==> config.mk <==
export PLATFORM = sky130hd
export DESIGN_NAME = seq_div16_flat
export DESIGN_NICKNAME = d
export VERILOG_FILES = /design/src/rtl/seq_div16_if.sv /design/src/rtl/seq_div16.sv /design/src/flat_wrapper.sv
export SDC_FILE = /design/constraint.sdc
export NUM_CORES = 1
export LEC_CHECK = 0
export ABC_AREA = 1
export CAP_MARGIN = 20
export CORE_ASPECT_RATIO = 0.7
export CORE_MARGIN = 10
export CORE_UTILIZATION = 52
export DETAILED_ROUTE_END_ITERATION = 8
export MAX_ROUTING_LAYER = met4
export PLACE_DENSITY = 0.85
export SYNTH_ARGS = -nofsm -noshare
export SYNTH_HDL_FRONTEND = slang
export SYNTH_SLANG_ARGS = --single-unit
export TNS_END_PERCENT = 30
==> constraint.sdc <==
create_clock -name clk -period 2.2 [get_ports clk]
set_clock_uncertainty 0.1 [all_clocks]
set_input_delay 0.33 -clock clk [delete_from_list [all_inputs] [get_ports clk]]
set_output_delay 0.33 -clock clk [all_outputs]
set_load 0.02 [all_outputs]
==> src/rtl/seq_div16_if.sv <==
// Operand/result bundle for the sequential divider.
// Handshake: the master raises start with operands valid; it is taken on a rising
// edge only when busy==0. done is a one-cycle pulse, and the results are valid from it.
interface seq_div16_if #(parameter int WIDTH = 16);
   logic             start;
   logic [WIDTH-1:0] dividend;
   logic [WIDTH-1:0] divisor;
   logic             busy;
   logic             done;
   logic [WIDTH-1:0] quotient;
   logic [WIDTH-1:0] remainder;
   logic             div_by_zero;

   modport master (
      output start, dividend, divisor,
      input  busy, done, quotient, remainder, div_by_zero
   );

   modport slave (
      input  start, dividend, divisor,
      output busy, done, quotient, remainder, div_by_zero
   );
endinterface

==> src/rtl/seq_div16.sv <==
// Unsigned restoring divider: one quotient bit per clock, done after WIDTH iterations.
// A zero divisor skips the loop and reports all-ones quotient with the dividend as remainder.
module seq_div16 #(
   parameter int WIDTH = 16
) (
   input  logic        clk,
   input  logic        rst_n,
   seq_div16_if.slave  bus,
   output logic [1:0]  o_dbg_state
);
   localparam int CW = $clog2(WIDTH) + 1;

   typedef enum logic [1:0] {
      S_IDLE = 2'd0,
      S_RUN  = 2'd1,
      S_DONE = 2'd2
   } state_t;

   state_t           r_state;
   state_t           w_next;
   logic [WIDTH-1:0] r_r;
   logic [WIDTH-1:0] r_q;
   logic [WIDTH-1:0] r_d;
   logic [CW-1:0]    r_cnt;
   logic             r_dbz;
   logic             w_accept;
   logic             w_last;
   logic [WIDTH-1:0] w_shift;
   logic [WIDTH:0]   w_trial;

   // Partial remainder after the shift; the trial subtraction borrows into bit WIDTH.
   assign w_shift = {r_r[WIDTH-2:0], r_q[WIDTH-1]};
   assign w_trial = {1'b0, w_shift} - {1'b0, r_d};
   assign w_last  = (r_cnt == CW'(WIDTH - 1));

   always_ff @(posedge clk or negedge rst_n) begin
      if (!rst_n) r_state <= S_IDLE;
      else        r_state <= w_next;
   end

   always_comb begin
      w_next   = r_state;
      w_accept = 1'b0;
      case (r_state)
         S_IDLE, S_DONE: begin
            if (bus.start) begin
               w_accept = 1'b1;
               w_next   = (bus.divisor == '0) ? S_DONE : S_RUN;
            end else begin
               w_next = S_IDLE;
            end
         end
         S_RUN:   if (w_last) w_next = S_DONE;
         default: w_next = S_IDLE;
      endcase
   end

   always_ff @(posedge clk or negedge rst_n) begin
      if (!rst_n) begin
         r_r   <= '0;
         r_q   <= '0;
         r_d   <= '0;
         r_cnt <= '0;
         r_dbz <= 1'b0;
      end else if (w_accept) begin
         r_d   <= bus.divisor;
         r_cnt <= '0;
         if (bus.divisor == '0) begin
            r_q   <= '1;
            r_r   <= bus.dividend;
            r_dbz <= 1'b1;
         end else begin
            r_q   <= bus.dividend;
            r_r   <= '0;
            r_dbz <= 1'b0;
         end
      end else if (r_state == S_RUN) begin
         r_cnt <= r_cnt + CW'(1);
         if (!w_trial[WIDTH]) begin
            r_r <= w_trial[WIDTH-1:0];
            r_q <= {r_q[WIDTH-2:0], 1'b1};
         end else begin
            r_r <= w_shift;
            r_q <= {r_q[WIDTH-2:0], 1'b0};
         end
      end
   end

   assign bus.busy        = (r_state == S_RUN);
   assign bus.done        = (r_state == S_DONE);
   assign bus.quotient    = r_q;
   assign bus.remainder   = r_r;
   assign bus.div_by_zero = r_dbz;
   assign o_dbg_state     = r_state;
endmodule

==> src/flat_wrapper.sv <==
// flat-port wrapper written by rule: the top's interface ports become plain ports
module seq_div16_flat 
#(
   parameter int WIDTH = 16
)
  (clk, rst_n, o_dbg_state, bus_start, bus_dividend, bus_divisor, bus_busy, bus_done, bus_quotient, bus_remainder, bus_div_by_zero);
  seq_div16_if #(.WIDTH(WIDTH)) bus_i ();
  input  logic clk;
  input  logic rst_n;
  output logic [1:0] o_dbg_state;
  input wire logic [$bits(bus_i.start)-1:0] bus_start;
  input wire logic [$bits(bus_i.dividend)-1:0] bus_dividend;
  input wire logic [$bits(bus_i.divisor)-1:0] bus_divisor;
  output wire logic [$bits(bus_i.busy)-1:0] bus_busy;
  output wire logic [$bits(bus_i.done)-1:0] bus_done;
  output wire logic [$bits(bus_i.quotient)-1:0] bus_quotient;
  output wire logic [$bits(bus_i.remainder)-1:0] bus_remainder;
  output wire logic [$bits(bus_i.div_by_zero)-1:0] bus_div_by_zero;
  assign bus_i.start = bus_start;
  assign bus_i.dividend = bus_dividend;
  assign bus_i.divisor = bus_divisor;
  assign bus_busy = bus_i.busy;
  assign bus_done = bus_i.done;
  assign bus_quotient = bus_i.quotient;
  assign bus_remainder = bus_i.remainder;
  assign bus_div_by_zero = bus_i.div_by_zero;
  seq_div16 #(.WIDTH(WIDTH)) u_core (.clk(clk), .rst_n(rst_n), .bus(bus_i), .o_dbg_state(o_dbg_state));
endmodule
Yosys cells after proc, flatten, opt, wreduce, memory -nomap -nowiden:

Index checks and enable logic that the tools add are counted.

* muxes and demuxes: 17
* $add $sub $neg: 2
* equal/unequal tests: 4
* reduce and logical (&&, ||, !) cells: 4

Operator list (count)
* 16-bit two-way mux: 7
* 16-bit by 16-bit subtractor with 17-bit output: 1
* 16-bit zero test: 1
* 5-bit two-way mux: 2
* 2-bit two-way mux: 3
* 5-bit by 1-bit adder with 5-bit output, second input constant: 1
* 5-bit by 4-bit equality test with 1-bit output, second input constant: 1
* 1-bit two-way mux: 4
* 2-bit case mux with 2 select lines: 1
* 2-bit by 1-bit equality test with 1-bit output, second input constant: 1
* 2-bit equality test, second input constant: 1
* 2-bit zero test: 1
* 2-bit by 1-bit inequality test with 1-bit output, second input constant: 1
* 2-bit nonzero test: 1
* 2-bit OR reduction: 1

* output and inout bits: 37
* input bits: 35
* register bits after elaboration: 56

Logic depth before layout (Yosys ltp):

Gate-level depths: netlist of run 1.

* word-level depth: 4
* gate-level depth with buffers: 16

Least setup slack after synthesis of run 1:

Ideal clock, no wire load.

* path type: register to register
* start: reg u_core.r_q[15], in the netlist u_core.bus.quotient[15]
* end: reg u_core.r_r[12], in the netlist u_core.bus.remainder[12]
* arrival time: 1.939 ns
* setup slack: 0.048 ns
* clock period less this slack: 2.152 ns
* cell stages (with the launch flop): 15
* cells stage by stage: dfrtp_1 inv_1 ha_1 fa_1 nor2_1 o21ai_1 nand2_2 nand2_4 nand3_2 inv_2 buf_6 nand2_1 nand3_1 nand2_1 inv_1

* longest elaborated chain between the ends: 4

Ends and longest elaborated chain
* from (decl): line seq_div16.sv:22 `logic [WIDTH-1:0] r_q;`
* from (signal assigned): line seq_div16.sv:73 `r_q <= bus.dividend;`
* from (signal assigned): line seq_div16.sv:81 `r_q <= {r_q[WIDTH-2:0], 1'b1};`
* from (signal assigned): line seq_div16.sv:84 `r_q <= {r_q[WIDTH-2:0], 1'b0};`
* 16-bit by 16-bit subtractor with 17-bit output: line seq_div16.sv:33 `assign w_trial = {1'b0, w_shift} - {1'b0, r_d};`
* 16-bit two-way mux: line seq_div16.sv:79 `if (!w_trial[WIDTH]) begin`
* 16-bit two-way mux: line seq_div16.sv:77 `end else if (r_state == S_RUN) begin`
* 16-bit two-way mux: line seq_div16.sv:65 `end else if (w_accept) begin`
* to (signal assigned): line seq_div16.sv:70 `r_r <= bus.dividend;`
* to (signal assigned): line seq_div16.sv:80 `r_r <= w_trial[WIDTH-1:0];`
* to (signal assigned): line seq_div16.sv:83 `r_r <= w_shift;`
* to (decl): line seq_div16.sv:21 `logic [WIDTH-1:0] r_r;`

No other way between the ends. The select of a mux whose other input is x is not followed.
A chain may end at the register's enable or synchronous reset.

Worst setup path after layout of run 1:

* start: reg u_core.r_q[15], in the netlist u_core.bus.quotient[15]
* end: reg u_core.r_r[8], in the netlist u_core.bus.remainder[8]

The elaborated chain is that of the path after synthesis.

==> flow_metrics.py, run 1 <==
metrics = {
    "layout": {
        "seqCellArea_um2": 1403,
        "layout_common_cells": "nand2_1, inv_1, clkdlybuf4s50_1",
        "n_antenna_cell": 0,
        "area_growth_pct": 29.74,
        "multiInputGateArea_um2": 1974,
        "final_common_cell": "nand2_1",
        "final_nets": 689,
        "nFillCells": 581,
        "drive_above_1_share_pct": 13.05,
    },
    "critical_path": {
        "crit_type": "register to register",
        "cp_data_required_time_ns": 2.35,
        "critPathArrivalTime_ns": 2.29,
        "cp-start-kind": "register",
        "cp-end-kind": "register",
        "crit_fanout": 3,
    },
    "sta": {
        "worst_pin_slew_ns": 0.5126,
        "setup_ws_ns": 0.06664,
        "setup_viol": 0,
        "maxSlewHeadroom_pct": 65.83,
        "min_period_over_period_pct": 96.97,
        "drv_slew": 0,
        "fmax_mhz": 468.7,
        "hold_viol_final": 0,
        "fin_crit_ns": 2.133,
    },
    "die": {
        "std_cell_rows": 25,
        "initial_core_util_pct": 54.83,
        "die_x_um": 122.3,
        "die_y_um": 91.59,
        "core_um2": 6944,
        "top_level_ports": 72,
        "dieArea_um2": 11200,
    },
    "synth": {
        "synth_seq_cells": 56,
        "synth_top_area_share_pct": 36.81,
        "yosysSeqAreaShare_pct": 36.81,
        "yosys-top-cells-area": "dfrtp_1, nand2_1, inv_1, ha_1, o21ai_0",
        "yosys_warnings": 0,
        "syn_inst": 545,
        "yosysTopAreaCell": "dfrtp_1",
        "synth.distinct_cells": 33,
        "synth_area_um2": 3807,
        "synth.avg_cell_area_um2": 6.986,
        "syn_nets": 599,
    },
    "clocking": {
        "ctsRootBufferMaster": "clkbuf_8",
        "path_clk_slew_ns": 0.11,
        "cts_htree_levels": 2,
        "cts_sinks": 56,
        "cts_tree": "built",
        "clockBufferDepth": 2,
        "clock_latency_ns": 0.31,
        "cts_inserted_buffers": 5,
    },
    "global_route": {
        "grt_max_degree": 28,
        "grt_pass1_wl_um": 17850,
        "grt-ovfl-total": 0,
        "grt_use_total_pct": 19.88,
        "grt_antenna_before_repair": 0,
        "grt_pass1_vias": 3713,
    },
    "flow_run": {
        "drv_cap": 0,
    },
    "routing": {
        "routedWlPerCell_um": 15.18,
        "drc": 0,
        "first_pass_iters": 5,
        "final_antenna_net_count": 0,
        "viasPerCell": 5.211,
        "wl_um": 11080,
        "drt-initial-drc-count": 365,
        "vias": 3804,
    },
    "placed_design": {
        "gp_congestion": 0.9240,
        "dp.final_hpwl_um": 8624,
        "io_buffer_count": 71,
        "place_ws_ns": -0.05418,
    },
    "status": {
        "status": "complete, no violations",
    },
    "min_path": {
        "hold_class": "register to register",
    },
}
-- per-layer routing --
layer  wire (um)  track usage, %  vias to the layer above
met1        5156           27.13                     1747
met4         118           2.544                        0
met3         872           4.082                       14
met2        4931           30.37                      171
met5           0               -                        -
li1            -               -                     1872
-- synthesized netlist by cell type, drive strengths merged --
| library cell | instances |
|---|---|
| nand2 | 174 |
| inv | 103 |
| dfrtp | 56 |
| o21ai | 37 |
| nor2 | 35 |
| nand3 | 29 |
| a21oi | 28 |
| ha | 18 |
| o22ai | 15 |
| or2 | 12 |
| buf | 9 |
| clkbuf | 7 |
| nand4 | 6 |
| xor2 | 5 |
| and2 | 4 |
| xnor2 | 2 |
| a22o | 1 |
| fa | 1 |
| nand3b | 1 |
| nor3 | 1 |
| o221ai | 1 |
-- registers in the layout, indices dropped and copies added, names as in the netlist --
name	count
u_core.r_d	16
u_core.bus.div_by_zero	1
u_core.r_cnt	5
u_core.o_dbg_state	2
u_core.bus.remainder	16
u_core.bus.quotient	16
-- per-stage QoR --
stage	instance area, um^2	cells	TNS, ns	hold slack (ns)	utilization, %
after floorplan	3807	545	0	-0.06559	-
after global placement	4703	714	0	0.2161	67.73
after detailed placement	4703	714	-0.2038	0.2356	67.73
after CTS	4835	726	0	0.3901	69.62
after global routing	4940	730	-0.1072	0.4335	71.14
final	4940	730	0	0.3996	71.14
-- kinds of logic after synthesis --
kind of cell / synth area share, %
AO/OA/AOI/OAI: 12.16
XOR/XNOR: 1.610
adder cells (fa/ha/maj): 6.441
buffers and inverters: 12.98
flip-flops: 36.81
AND/OR/NAND/NOR: 30.00
-- final cells by class --
class                           count  area share, %
Clock buffer                        6          1.672
Timing Repair Buffer               98          19.10
Inverter                          103          8.080
Sequential cell                    56          28.39
Tap cell                           94          2.381
Timing Repair inverter              1         0.1266
Multi-Input combinational cell    370          39.97
Clock inverter                      2         0.2786
-- final timing paths --
kind,start,endpoint,slack [ns],cells after the start
worst max-delay path,u_core.bus.quotient[15]$_DFFE_PN0P_,u_core.bus.remainder[8]$_DFFE_PN0P_,0.07,13
worst min-delay path,u_core.r_d[5]$_DFFE_PN0P_,u_core.r_d[5]$_DFFE_PN0P_,0.40,2
worst max register to register,u_core.bus.quotient[15]$_DFFE_PN0P_,u_core.bus.remainder[8]$_DFFE_PN0P_,0.07,13
worst min register to register,u_core.r_d[5]$_DFFE_PN0P_,u_core.r_d[5]$_DFFE_PN0P_,0.40,2
max in group asynchronous,rst_n,u_core.r_d[9]$_DFFE_PN0P_,0.93,3
min in group asynchronous,rst_n,u_core.bus.div_by_zero$_DFFE_PN0P_,0.41,2
-- repair_timing --
item,in CTS,in global routing
pin swaps,1,5
resized for setup,1,18
hold buffers,1,0
endpoints found under the setup margin,15,16
endpoints found under the hold margin,19,0
buffers inserted,3,3
cloned,0,1
-- critical path, cell delays in order (launching register included) --
cell and delay [ns]:
dfrtp_1 0.40, inv_2 0.07, ha_4 0.16, fa_2 0.41, nor2_2 0.09, o21ai_1 0.08
nand2_2 0.11, nand2_4 0.08, a21oi_4 0.17, buf_4 0.16, nand2_1 0.05, nand3_1 0.07
nand2_1 0.06, inv_1 0.05
Power of run 1 is left out: the tool's default activity adds up to more than one toggle a clock period on the data nets, which glitch-free logic cannot reach.
==> run 2: changes to the inputs <==
- CTS_CLUSTER_SIZE: default -> 14
- clock period: 2.2 -> 2.5 ns (I/O delays scaled with it)
==> run 2 against run 1 <==
  * Clock-buffer cell count is the same
  * Register-to-register slack gained 0.14 ns
  * Sequential share of layout area grew 1.6 points
  * Via count shrank 3.1%
  * First-iteration DRC count shrank 2.7%
  * Fmax shrank 7.1%
  * Worst hold slack lost 0.31 ns
  * Highest routed layer unchanged
  * Cell count shrank 2.7%
  * Critical path depth shrank 1
  * Non-clock buffer count shrank 19
  * Flip-flop and latch count is the same
  * Die area is the same
==> flow_metrics.py, run 2 (synthesis gave the netlist of run 1 again) <==
metrics = {
    "critical_path": {
        "critPathArrivalTime_ns": 2.45,
        "cp-startpoint": "u_core.bus.quotient[15]$_DFFE_PN0P_",
        "crit_fanout": 13,
        "crit_type": "register to register",
        "reg2reg_depth": 12,
        "r2r_start": "u_core.bus.quotient[15]$_DFFE_PN0P_",
        "cp_data_required_time_ns": 2.65,
        "cp-end-kind": "register",
        "r2r-end": "u_core.bus.remainder[7]$_DFFE_PN0P_",
        "reg2reg_slack_ns": 0.20,
        "cp-start-kind": "register",
    },
    "clocking": {
        "cts_tree": "built",
        "cts_setup_buffers": 0,
        "path_clk_slew_ns": 0.11,
        "cts_inserted_buffers": 5,
        "cts_resized": 0,
        "cts_htree_levels": 2,
        "ctsRootBufferMaster": "clkbuf_8",
        "clock_latency_ns": 0.32,
        "clockBufferDepth": 2,
        "ctsHoldBuffers": 0,
        "cts_sinks": 56,
    },
    "routing": {
        "vias": 3687,
        "first_pass_iters": 5,
        "drc": 0,
        "viasPerCell": 5.193,
        "routedWlPerCell_um": 14.83,
        "final_antenna_net_count": 0,
        "wl_um": 10530,
        "drt-initial-drc-count": 355,
    },
    "global_route": {
        "grt-ovfl-total": 0,
        "grt_antenna_before_repair": 0,
        "grt_pass1_vias": 3422,
        "grt_use_total_pct": 18.89,
        "grt_pass1_wl_um": 17020,
        "grt_max_degree": 57,
    },
    "sta": {
        "setup_tns_ns": 0,
        "fin_crit_ns": 2.297,
        "fmax_mhz": 435.3,
        "rsz0062_at_grt": "no",
        "drv_slew": 0,
        "min_period_over_period_pct": 91.88,
        "maxSlewHeadroom_pct": 51.10,
        "hold_viol_final": 0,
        "worst_pin_slew_ns": 0.7335,
        "setup_viol": 0,
    },
    "layout": {
        "layout_common_cells": "nand2_1, inv_1, clkdlybuf4s50_1",
        "n_antenna_cell": 0,
        "final_nets": 669,
        "final_common_cell": "nand2_1",
        "area_growth_pct": 22.77,
        "utilization_pct": 67.32,
        "drive_above_1_share_pct": 8.604,
        "final_cells": 710,
    },
    "flow_run": {
        "drv_cap": 0,
    },
    "die": {
        "initial_core_util_pct": 54.83,
        "die_x_um": 122.3,
        "std_cell_rows": 25,
        "die_y_um": 91.59,
        "dieArea_um2": 11200,
        "top_level_ports": 72,
        "core_um2": 6944,
    },
    "placed_design": {
        "dp.final_hpwl_um": 8255,
        "io_buffer_count": 71,
        "dp_cells": 702,
        "gp_congestion": 0.9508,
    },
    "status": {
        "status": "complete, no violations",
    },
    "min_path": {
        "hold_class": "input pin to async pin",
    },
}
==> run 2: cell count changes in the layout (fill, tap and decap cells not counted), sizes merged <==
cell,delta
dlygate4sd3,-1
buf,-18
inv,-1
==> run 2: per-layer routing <==
layer / track usage, % / part of all wire, %
met1: 26.59 / 48
met5: - / 0
met2: 28.67 / 44
met3: 2.721 / 6.8
met4: 2.446 / 0.70
==> run 2: critical path, stage by stage (launching register included) <==
cell,delay [ns]
dfrtp_1,0.38
inv_1,0.06
ha_1,0.23
fa_1,0.43
nor2_1,0.13
o21ai_1,0.08
nand2_2,0.10
nand2_4,0.07
a21oi_4,0.35
nand2_1,0.11
nand3_1,0.09
nand2_1,0.06
inv_1,0.05
==> run 2: stage by stage <==
step                cell area [um^2]  setup slack, ns  hold slack (ns)
finish                          4674           0.2029          0.08559
global route                    4674         0.004522           0.1525
CTS                             4674           0.2079           0.1204
detailed placement              4588           0.2486           0.3596
global placement                4588           0.3482           0.3505
floorplan                       3807           0.3479         -0.02059
==> run 2: layout make-up <==
cell class              instances  area (um^2)
clock inverters                 2        13.76
flip-flops and latches         56         1401
fillers                       609         2270
repair buffers                 79        765.7
inverters                     103        391.6
well taps                      94        117.6
clock buffers                   6        72.57
multi-input cells             370         1912
==> run 2: worst max path at each step <==
stage                                                      end  slack (ns)  depth (start not counted)
after floorplan           u_core.bus.remainder[12]$_DFFE_PN0P_        0.35                         14
after global placement     u_core.bus.remainder[4]$_DFFE_PN0P_        0.35                         12
after detailed placement   u_core.bus.remainder[5]$_DFFE_PN0P_        0.25                         12
after CTS                  u_core.bus.remainder[7]$_DFFE_PN0P_        0.21                         12
after global routing       u_core.bus.remainder[7]$_DFFE_PN0P_       0.005                         12
final                      u_core.bus.remainder[7]$_DFFE_PN0P_        0.20                         12
Power of run 2 is left out for the same reason.
